**src/rtl/cmp4_arb_if.sv**
```systemverilog
// Requester-side bundle for cmp4_arb: two request/operand ports, grant/done
// pulses, the shared compare result and the per-requester completion counters.
interface cmp4_arb_if #(
   parameter int CNT_W = 8
);
   logic             req0;
   logic [3:0]       a0;
   logic [3:0]       b0;
   logic             req1;
   logic [3:0]       a1;
   logic [3:0]       b1;
   logic             gnt0;
   logic             gnt1;
   logic             done0;
   logic             done1;
   logic             lt;
   logic             eq;
   logic             gt;
   logic             busy;
   logic [CNT_W-1:0] cnt0;
   logic [CNT_W-1:0] cnt1;

   modport slave (
      input  req0, a0, b0, req1, a1, b1,
      output gnt0, gnt1, done0, done1, lt, eq, gt, busy, cnt0, cnt1
   );

   modport master (
      output req0, a0, b0, req1, a1, b1,
      input  gnt0, gnt1, done0, done1, lt, eq, gt, busy, cnt0, cnt1
   );
endinterface

```
**src/rtl/cmp4_arb.sv**
```systemverilog
// Round-robin arbiter sharing one 4-bit unsigned magnitude comparator between
// two requesters; one operation every two cycles, results registered on done.
module cmp4 (
   input  logic [3:0] a,
   input  logic [3:0] b,
   output logic       lt,
   output logic       eq,
   output logic       gt
);
   assign lt = (a <  b);
   assign eq = (a == b);
   assign gt = (a >  b);
endmodule

module cmp4_arb #(
   parameter int CNT_W = 8
) (
   input  logic      clk,
   input  logic      rst_n,
   cmp4_arb_if.slave bus
);
   typedef enum logic [0:0] {
      IDLE = 1'b0,
      CMP  = 1'b1
   } state_t;

   state_t           state_r;
   logic             last_r;
   logic             owner_r;
   logic [3:0]       op_a_r;
   logic [3:0]       op_b_r;
   logic             gnt0_r;
   logic             gnt1_r;
   logic             done0_r;
   logic             done1_r;
   logic             lt_r;
   logic             eq_r;
   logic             gt_r;
   logic             busy_r;
   logic [CNT_W-1:0] cnt0_r;
   logic [CNT_W-1:0] cnt1_r;

   logic             sel_valid_s;
   logic             sel_id_s;
   logic             lt_s;
   logic             eq_s;
   logic             gt_s;

   function automatic logic [CNT_W-1:0] sat_inc(input logic [CNT_W-1:0] v);
      if (&v) begin
         return v;
      end else begin
         return v + {{(CNT_W-1){1'b0}}, 1'b1};
      end
   endfunction

   cmp4 u_cmp4 (
      .a  (op_a_r),
      .b  (op_b_r),
      .lt (lt_s),
      .eq (eq_s),
      .gt (gt_s)
   );

   // Pick the requester to grant; on a tie the one not served last wins.
   always_comb begin
      sel_valid_s = 1'b0;
      sel_id_s    = 1'b0;
      if (bus.req0 && bus.req1) begin
         sel_valid_s = 1'b1;
         sel_id_s    = ~last_r;
      end else if (bus.req0) begin
         sel_valid_s = 1'b1;
         sel_id_s    = 1'b0;
      end else if (bus.req1) begin
         sel_valid_s = 1'b1;
         sel_id_s    = 1'b1;
      end else begin
         sel_valid_s = 1'b0;
         sel_id_s    = 1'b0;
      end
   end

   // Grant/compare sequencer with all outputs registered.
   always_ff @(posedge clk or negedge rst_n) begin
      if (!rst_n) begin
         state_r <= IDLE;
         last_r  <= 1'b1;
         owner_r <= 1'b0;
         op_a_r  <= 4'd0;
         op_b_r  <= 4'd0;
         gnt0_r  <= 1'b0;
         gnt1_r  <= 1'b0;
         done0_r <= 1'b0;
         done1_r <= 1'b0;
         lt_r    <= 1'b0;
         eq_r    <= 1'b0;
         gt_r    <= 1'b0;
         busy_r  <= 1'b0;
         cnt0_r  <= {CNT_W{1'b0}};
         cnt1_r  <= {CNT_W{1'b0}};
      end else begin
         gnt0_r  <= 1'b0;
         gnt1_r  <= 1'b0;
         done0_r <= 1'b0;
         done1_r <= 1'b0;
         case (state_r)
            IDLE: begin
               if (sel_valid_s) begin
                  op_a_r  <= sel_id_s ? bus.a1 : bus.a0;
                  op_b_r  <= sel_id_s ? bus.b1 : bus.b0;
                  owner_r <= sel_id_s;
                  last_r  <= sel_id_s;
                  gnt0_r  <= ~sel_id_s;
                  gnt1_r  <= sel_id_s;
                  busy_r  <= 1'b1;
                  state_r <= CMP;
               end else begin
                  busy_r  <= 1'b0;
                  state_r <= IDLE;
               end
            end
            CMP: begin
               lt_r <= lt_s;
               eq_r <= eq_s;
               gt_r <= gt_s;
               if (owner_r == 1'b0) begin
                  done0_r <= 1'b1;
                  cnt0_r  <= sat_inc(cnt0_r);
               end else begin
                  done1_r <= 1'b1;
                  cnt1_r  <= sat_inc(cnt1_r);
               end
               busy_r  <= 1'b0;
               state_r <= IDLE;
            end
            default: begin
               busy_r  <= 1'b0;
               state_r <= IDLE;
            end
         endcase
      end
   end

   assign bus.gnt0  = gnt0_r;
   assign bus.gnt1  = gnt1_r;
   assign bus.done0 = done0_r;
   assign bus.done1 = done1_r;
   assign bus.lt    = lt_r;
   assign bus.eq    = eq_r;
   assign bus.gt    = gt_r;
   assign bus.busy  = busy_r;
   assign bus.cnt0  = cnt0_r;
   assign bus.cnt1  = cnt1_r;
endmodule

```
**src/flat_wrapper.sv**
```systemverilog
// flat-port wrapper written by rule: the top's interface ports become plain ports
module cmp4_arb_flat 
#(
   parameter int CNT_W = 8
)
  (clk, rst_n, bus_req0, bus_a0, bus_b0, bus_req1, bus_a1, bus_b1, bus_gnt0, bus_gnt1, bus_done0, bus_done1, bus_lt, bus_eq, bus_gt, bus_busy, bus_cnt0, bus_cnt1);
  cmp4_arb_if #(.CNT_W(CNT_W)) bus_i ();
  input  logic clk;
  input  logic rst_n;
  input wire logic [$bits(bus_i.req0)-1:0] bus_req0;
  input wire logic [$bits(bus_i.a0)-1:0] bus_a0;
  input wire logic [$bits(bus_i.b0)-1:0] bus_b0;
  input wire logic [$bits(bus_i.req1)-1:0] bus_req1;
  input wire logic [$bits(bus_i.a1)-1:0] bus_a1;
  input wire logic [$bits(bus_i.b1)-1:0] bus_b1;
  output wire logic [$bits(bus_i.gnt0)-1:0] bus_gnt0;
  output wire logic [$bits(bus_i.gnt1)-1:0] bus_gnt1;
  output wire logic [$bits(bus_i.done0)-1:0] bus_done0;
  output wire logic [$bits(bus_i.done1)-1:0] bus_done1;
  output wire logic [$bits(bus_i.lt)-1:0] bus_lt;
  output wire logic [$bits(bus_i.eq)-1:0] bus_eq;
  output wire logic [$bits(bus_i.gt)-1:0] bus_gt;
  output wire logic [$bits(bus_i.busy)-1:0] bus_busy;
  output wire logic [$bits(bus_i.cnt0)-1:0] bus_cnt0;
  output wire logic [$bits(bus_i.cnt1)-1:0] bus_cnt1;
  assign bus_i.req0 = bus_req0;
  assign bus_i.a0 = bus_a0;
  assign bus_i.b0 = bus_b0;
  assign bus_i.req1 = bus_req1;
  assign bus_i.a1 = bus_a1;
  assign bus_i.b1 = bus_b1;
  assign bus_gnt0 = bus_i.gnt0;
  assign bus_gnt1 = bus_i.gnt1;
  assign bus_done0 = bus_i.done0;
  assign bus_done1 = bus_i.done1;
  assign bus_lt = bus_i.lt;
  assign bus_eq = bus_i.eq;
  assign bus_gt = bus_i.gt;
  assign bus_busy = bus_i.busy;
  assign bus_cnt0 = bus_i.cnt0;
  assign bus_cnt1 = bus_i.cnt1;
  cmp4_arb #(.CNT_W(CNT_W)) u_core (.clk(clk), .rst_n(rst_n), .bus(bus_i));
endmodule
```
**config.mk**
```make
export PLATFORM = sky130hd
export DESIGN_NAME = cmp4_arb_flat
export DESIGN_NICKNAME = d
export VERILOG_FILES = /design/src/rtl/cmp4_arb_if.sv /design/src/rtl/cmp4_arb.sv /design/src/flat_wrapper.sv
export SDC_FILE = /design/constraint.sdc
export NUM_CORES = 1
export LEC_CHECK = 0
export CAP_MARGIN = 40
export CORE_MARGIN = 2
export CORE_UTILIZATION = 32
export CTS_CLUSTER_SIZE = 16
export DETAILED_ROUTE_END_ITERATION = 10
export PLACE_DENSITY = 0.64
export SYNTH_ARGS = -nofsm -noshare
export SYNTH_HDL_FRONTEND = slang
export SYNTH_SLANG_ARGS = --single-unit
```
**constraint.sdc**
```tcl
create_clock -name clk -period 1.5 [get_ports clk]
set_input_delay 0.225 -clock clk [delete_from_list [all_inputs] [get_ports clk]]
set_output_delay 0.225 -clock clk [all_outputs]
set_load 0.1 [all_outputs]
```
# Word-level counts from Yosys, hierarchy flattened
# Index checks and enable logic that the tools add are counted.
# W data, S select, Z words.
# totals
out_inout_bits	24
ff_bits	34
wordCells	48
# op_classes
order_cmp	2
bitwise_logic	6
add_sub_neg	2
muxes	17
eq_ne	1
n_reduce_logical	6
# ops
operator	count
$add A8 B1 Y8 const B	2
$reduce_and A8 Y1	2
$mux W1	14
$mux W4	2
$not A1 Y1	6
$reduce_and A3 Y1	2
$eq A4 B4 Y1	1
$gt A4 B4 Y1	1
$lt A4 B4 Y1	1
$pmux W1 S2	1
$reduce_and A2 Y1	1
$logic_and A1 B1 Y1	1

# Depth between registers and ports, before layout
# Gate-level depths: netlist of the first run.
# depth
word_depth	6
ltp_mapped	5
ltp_nobuf	5

# Cells and area by module
# Synthesis of the first run repeated with hierarchy kept, for this count alone.
# unflattened
hier_cells	143
hier_area_um2	1662.8
# by_module_without_submodules
module	n_inst	cells_per_inst	area_per_inst_um2
cmp4_arb	1	127	1534.0
cmp4	1	16	128.9

# Least setup slack after synthesis of the first run
# OpenSTA, ideal clock, no wires.
# synth_timing
path_type	reg2reg
startpoint	register u_core.cnt1_r[0] (netlist: u_core.bus.cnt1[0])
endpoint	register u_core.cnt1_r[1] (netlist: u_core.bus.cnt1[1])
arrival_ps	2007
path_slack_ps	-636
stages_incl_launch_ff	5
path_cell_list	dfrtp_1 > ha_1 > nand4_1 > o21ai_2 > mux2_1
# synth_between
elab_chain_cells	3
word_cells_on_any_way	4
classes_between	1 x add/sub; 1 x bitwise; 2 x reduce/logical
# synth_rtl
element	line_no	text
start, declared	cmp4_arb.sv:41	logic [CNT_W-1:0] cnt1_r;
start signal, assigned	cmp4_arb.sv:101	cnt1_r <= {CNT_W{1'b0}};
start signal, assigned	cmp4_arb.sv:132	cnt1_r <= sat_inc(cnt1_r);
branches (longest 3 deep; another with $add A8 B1 Y8)	n/a	
# Parallel ways; which one is timed is not known.
# A chain may end at the register's enable or synchronous reset.

# Worst setup path in the final report of the first run
# layout_timing
startpoint	register u_core.cnt0_r[1] (netlist: u_core.bus.cnt0[1])
endpoint	register u_core.cnt0_r[6] (netlist: u_core.bus.cnt0[6])
# layout_between
elab_chain_cells	3
word_cells_on_any_way	4
classes_between	1 x add/sub; 1 x bitwise; 2 x reduce/logical
# layout_rtl
element	line_no	text
start, declared	cmp4_arb.sv:40	logic [CNT_W-1:0] cnt0_r;
start signal, assigned	cmp4_arb.sv:100	cnt0_r <= {CNT_W{1'b0}};
start signal, assigned	cmp4_arb.sv:129	cnt0_r <= sat_inc(cnt0_r);
branches (longest 3 deep; another with $add A8 B1 Y8)	n/a	
# Parallel ways; which one is timed is not known.

==> metrics, run 1 <==
Setup Buffers After CTS 0; Worst-Skew Late Latency 0.29 ns; routability cong. around 0.78; largest net degree at the start of global routing 35; Clock Skew 0.0108 ns; total clock sinks 34; crit path DAT between 1.5 and 2 ns; Tcrit/Tclk final a little over nine tenths; #FFs+latches synth 34; share of post-route cells with drive strength above 1 between 30% and 40%; # diodes 0; endpoints failing setup 0; die span in x roughly 75 um; RSZ-0062 raised after global routing no; core box area ~4800 um^2; row count 25; H-tree Lvls 2; initial core utilization about a third; hpwl dp 2810 um; Vias 1300; peak supply drop 1.39 mV; Final Hold Viols 0; I/O pin count 44; Die H 75.2 um; status finished, final reports clean; Synth Instances 137; power density cells 2150 nW/um^2; CP Capture Type register; number of global-route vias before repair 1292; Reg clk slew, reported paths 0.07 ns; Mapped Area 1620 um^2; first-pass GRT wire length 6100 um; CTS Buf Count 5; multi-input logic area about 740 um^2; IO buf count 43; initial antenna violation count 0; FF/Latch Area 898 um^2; non-filler cells, final 260; crit-path max FO 3; post-route setup slack between 0.04 and 0.05 ns; fillers 438; DRT iter0 DRCs 38; dpl ws -0.135 ns; Yosys warning count 0; worst hold path class in -> async; CP Class reg -> reg; Fmax 688 MHz; area grow syn2layout 59.8%; Die ar. 5650 um^2; Mapped Avg Cell Area 11.8 um^2; Rel. slew slack 75.9%; worst endpoint required time 1.67 ns; Routed WL 3700 um; routed length per instance 14.2 um; Syn Nets 163; Tightest Pin Transition 0.361 ns; Max Cap Violations 0; worst-case clock buffer depth 2; final slew viol count 0; hold_ws 0.295 ns; routed vias/inst 5.00; post-synthesis cell type count 38; clk root buf clkbuf_8; Pleak 1.10 nW; DRT antenna net count 0; gr usage total 14.6%; Final nets between 200 and 250; Critical Path Start Type register; gr ovfl total 0; Post-route DRC 0; CTS tree yes; Inst Count DP 252; Design Power 5.56 mW; fin crit period 1.45 ns; sequential share of the synthesized area a little over half; DRT Pass-1 Iters 4
## power breakdown
part           switching, mW  leakage [nW]  internal [mW]
Combinational           1.99         0.650           1.24
Sequential             0.357         0.403           1.27
Clock                  0.324        0.0455          0.374
## cells in the final DEF (no fill, tap or decap), types with 4 or more instances in the layout
| master | count |
|---|---|
| dfrtp_2 | 7 |
| nand4_1 | 6 |
| and3_1 | 4 |
| a21oi_1 | 11 |
| and2_1 | 8 |
| nand2_1 | 6 |
| clkdlybuf4s50_1 | 19 |
| a221o_1 | 8 |
| clkbuf_8 | 6 |
| dfrtp_4 | 10 |
| inv_1 | 6 |
| xnor2_1 | 5 |
| dfrtp_1 | 16 |
| buf_12 | 25 |
| nand3_1 | 4 |
| buf_4 | 8 |
| ha_1 | 4 |
## worst max-delay path: stages, from the launching register on
cell and delay, ns:
dfrtp_4 0.49, ha_4 0.18, and4b_2 0.24, nand4_1 0.11, mux2_4 0.31
## final cells by class
cell class	count	area share (%)
repair buffers	52	29.0
multi-input cells	92	28.6
inverters	7	1.01
flip-flops and latches	34	34.7
well taps	67	3.24
clock buffers	8	3.48
## stage by stage
stage               setup TNS [ns]  util (%)  cell area [um^2]
global placement           -0.0375      51.7              2490
floorplan                   -0.270         -              1700
finish                           0      53.8              2590
CTS                              0      53.7              2590
global route                     0      53.8              2590
detailed placement          -0.992      51.7              2490
## synth_stat cells
master,n,area [um^2]
inv_2,1,3.75
and2b_1,1,7.51
a211oi_2,1,12.5
and2_1,8,50.1
a21oi_1,11,55.1
mux2_1,3,33.8
nor2_1,1,3.75
buf_6,3,33.8
or2_2,1,6.26
and4_2,1,10.0
o211a_1,1,10.0
nor2b_1,2,12.5
dfrtp_1,33,826
o21bai_1,2,15.0
ha_1,6,75.1
xnor2_1,5,43.8
nand4_1,6,37.5
nand3_1,5,25.0
and4_1,1,8.76
a21o_1,2,15.0
a31o_2,1,8.76
mux2_2,2,22.5
and4_4,1,11.3
buf_2,1,5.00
nand2_1,6,22.5
and2_4,1,8.76
o2bb2ai_1,1,8.76
and2b_2,1,8.76
inv_1,6,22.5
and3_1,4,25.0
o22ai_1,1,6.26
a221o_1,8,80.1
o21ai_2,2,17.5
o211ai_1,2,15.0
dfstp_2,1,26.3
a31oi_1,2,12.5
o2111a_1,1,11.3
and4b_2,2,22.5
## timing repair
item | CTS | global route
endpoints found under the setup margin | 5 | 1
gates resized for setup | 1 | 1
hold buffers | 0 | 0
## metal layers
metal	up-vias	routed length [um]	track usage, %
li1	620	-	-
met1	636	1600	17.8
met2	37	1840	24.0
met3	7	187	4.55
met4	0	68	6.43
met5	-	0	0
## registers in the layout (all words and copies together), names as in the netlist
register	count
u_core.bus.cnt1	8
u_core.bus.gnt1	1
u_core.last_r	1
u_core.owner_r	1
u_core.bus.gt	1
u_core.bus.gnt0	1
u_core.bus.done0	1
u_core.bus.busy	1
u_core.bus.eq	1
u_core.bus.cnt0	8
u_core.op_b_r	4
u_core.bus.lt	1
u_core.bus.done1	1
u_core.op_a_r	4
## logic make-up (layout without fill, tap and decap cells)
group | Yosys count | in the layout | synth area share (%)
and+or+nand+nor | 41 | 41 | 16.1
AOI/OAI and AO/OA | 35 | 35 | 16.5
DFF | 34 | 34 | 52.6
buffers and inverters | 11 | 67 | 4.01
adders and majority gates | 6 | 6 | 4.63
xor gates and xnor gates | 5 | 5 | 2.70
muxes | 5 | 5 | 3.47
## path summary, 6_finish.rpt
path	cells past startpoint	slack (ns)	from	end
max in group asynchronous	2	0.95	rst_n	u_core.last_r
min in group clk	1	0.54	u_core.last_r	u_core.last_r
hold / removal	2	0.29	rst_n	u_core.bus.done0
setup / recovery	4	0.05	u_core.bus.cnt0[1]	u_core.bus.cnt0[6]
hold reg to reg	1	0.54	u_core.last_r	u_core.last_r
setup reg to reg	4	0.05	u_core.bus.cnt0[1]	u_core.bus.cnt0[6]
Power figures use the tool's default switching activity.
==> inputs of run 2 (changes only) <==
- PLACE_DENSITY: 0.64 -> not set
- PLACE_DENSITY_LB_ADDON: not set -> 0.2
==> metrics, run 2 (synthesis gave the netlist of run 1 again) <==
IO buf count 43 (unchanged); Die H 75.2 um (unchanged); Rel. slew slack 77.7% (+1.8 points); most frequent cells in the layout 25 x buf_12, 19 x clkdlybuf4s50_1, 16 x dfrtp_1, 11 x a21oi_1, 10 x dfrtp_4; CTS tree yes; gr ovfl total 0 (unchanged); Max Cap Violations 0 (unchanged); Final nets 219 (+0.46%); Fmax 695 MHz (+1.0%); Reg2Reg Depth 4 (unchanged); Worst R2R Setup Slack 0.06 ns (+0.02 ns); Routed WL 3690 um (-0.22%); post-route setup slack 0.0616 ns (+0.0150 ns); RSZ-0062 raised after global routing no; worst hold path class in -> async; initial core utilization 33.6% (unchanged); hpwl dp 2730 um (-2.9%); fin crit period 1.44 ns (-0.0150 ns); worst endpoint required time 1.67 ns (about the same); clk root buf clkbuf_8; crit path DAT 1.61 ns (about the same); met2 wire length 1880 um (+2.1%); largest net degree at the start of global routing 35 (unchanged); row count 25 (unchanged); worst-case clock buffer depth 2 (unchanged); # diodes 0 (unchanged); Flop pwr share 29.8% (+0.6 points); Pleak 1.10 nW (about the same); Critical Path Start Type register; Post-route DRC 0 (unchanged); Vias 1296 (-0.31%); Worst R2R End u_core.bus.cnt0[6]; Tightest Pin Transition 0.334 ns (-0.0272 ns); top sig layer met4; met3 wire len 153 um (-18%); CTS Buf Count 5 (unchanged); Sw Pwr 2.66 mW (-0.36%); final slew viol count 0 (unchanged); die span in x 75.2 um (unchanged); initial antenna violation count 0 (unchanged); Die ar. 5650 um^2 (unchanged); Clock Skew 0.00177 ns (-0.00905 ns); first-pass GRT wire length 6220 um (+2.0%); clock power share 11.7% (-0.9 points); peak supply drop 1.06 mV (-23%); routed length per instance 14.1 um (-0.60%); Worst-Skew Late Latency 0.28 ns (about the same); CP Class reg -> reg; Post-Route M1 WL 1620 um (+0.94%); total clock sinks 34 (unchanged); I/O pin count 44 (unchanged); fillers 434 (-0.91%); crit-path max FO 3 (unchanged); routed vias/inst 4.97 (-0.69%); gr usage total 14.6% (-0.031 points); DRT Pass-1 Iters 4 (unchanged); Reg clk slew, reported paths 0.07 ns (about the same); routability cong. 0.810 (+4.2%); core box area 4820 um^2 (unchanged); final core occ 53.7% (about the same); DRT iter0 DRCs 32 (-16%); Internal 2.85 mW (-1.0%); Sw Ratio 48.3% (+0.16 points); commonest non-fill, non-tap cell in the layout buf_12; DRT antenna net count 0 (unchanged); dpl ws -0.0746 ns (+0.0605 ns); area grow syn2layout 59.7% (about the same); Gate power share 58.5% (+0.3 points); status finished, final reports clean; endpoints failing setup 0 (unchanged); worst reg2reg path startpoint u_core.bus.cnt0[1]; Tcrit/Tclk final 95.9% (-1.0 points); Final Hold Viols 0 (unchanged); number of global-route vias before repair 1374 (+6.3%); H-tree Lvls 2 (unchanged); power density cells 2130 nW/um^2 (-0.60%); CP Capture Type register; share of post-route cells with drive strength above 1 39.2% (-0.20 points); CTS Hold Bufs 0 (unchanged)
-- run 2: changes by cell type in the layout (fill, tap and decap cells not counted), sizes merged --
cell  delta
buf      +1
-- run 2: power by group through the flow --
stage                     Clock [mW]  Combinational (mW)  Sequential [mW]
final                          0.646                3.23             1.64
after global routing           0.703                3.38             1.69
after CTS                      0.673                3.22             1.66
after detailed placement           0                3.21             1.67
after global placement             0                3.15             1.65
after floorplan                    0               0.536             3.02
-- run 2: how the worst max path moves through the flow --
stage / from / to / slack, ns / cells past startpoint
floorplan: u_core.bus.cnt0[0] / u_core.bus.cnt0[6] / -0.11 / 4
global placement: bus_req0 / u_core.op_a_r[2] / -0.04 / 4
detailed placement: bus_req0 / u_core.op_b_r[1] / -0.07 / 4
CTS: u_core.bus.cnt0[1] / u_core.bus.cnt0[6] / 0.01 / 4
global route: u_core.bus.cnt1[1] / u_core.bus.cnt1[1] / 0.004 / 4
finish: u_core.bus.cnt0[1] / u_core.bus.cnt0[6] / 0.06 / 4
-- run 2: critical path, cell delays in order (launching register included) --
cell,delay [ns]
dfrtp_4,0.49
ha_4,0.18
and4b_2,0.26
nand4_1,0.09
mux2_4,0.30
-- run 2: layer usage --
layer	track usage [%]	vias up
met5	0	-
met4	6.24	0
met1	17.6	634
met2	25.1	37
li1	-	621
met3	3.35	4
-- run 2: layout make-up --
class / instances / area, um^2 / area share (%)
Tap cell: 67 / 83.8 / 3.24
Clock buffer: 8 / 80.1 / 3.09
Timing Repair Buffer: 53 / 758 / 29.3
Sequential cell: 34 / 898 / 34.7
Multi-Input combinational cell: 92 / 741 / 28.6
Inverter: 7 / 26.3 / 1.02
-- run 2: stage by stage --
| step | std cells | setup TNS [ns] | total power [mW] | hold slack (ns) | instance area [um^2] |
|---|---|---|---|---|---|
| final | 261 | 0 | 5.52 | 0.315 | 2590 |
| after global routing | 261 | 0 | 5.77 | 0.339 | 2590 |
| after CTS | 259 | 0 | 5.55 | 0.327 | 2560 |
| after detailed placement | 251 | -0.555 | 4.88 | 0.526 | 2480 |
| after global placement | 251 | -0.295 | 4.80 | 0.523 | 2480 |
| after floorplan | 137 | -0.270 | 3.56 | -0.0706 | 1700 |
-- run 2: repair_timing --
action | 4_1_cts | 5_1_grt
setup buffers | 0 | 2
gates resized for setup | 0 | 2
setup endpoints to repair | 0 | 9
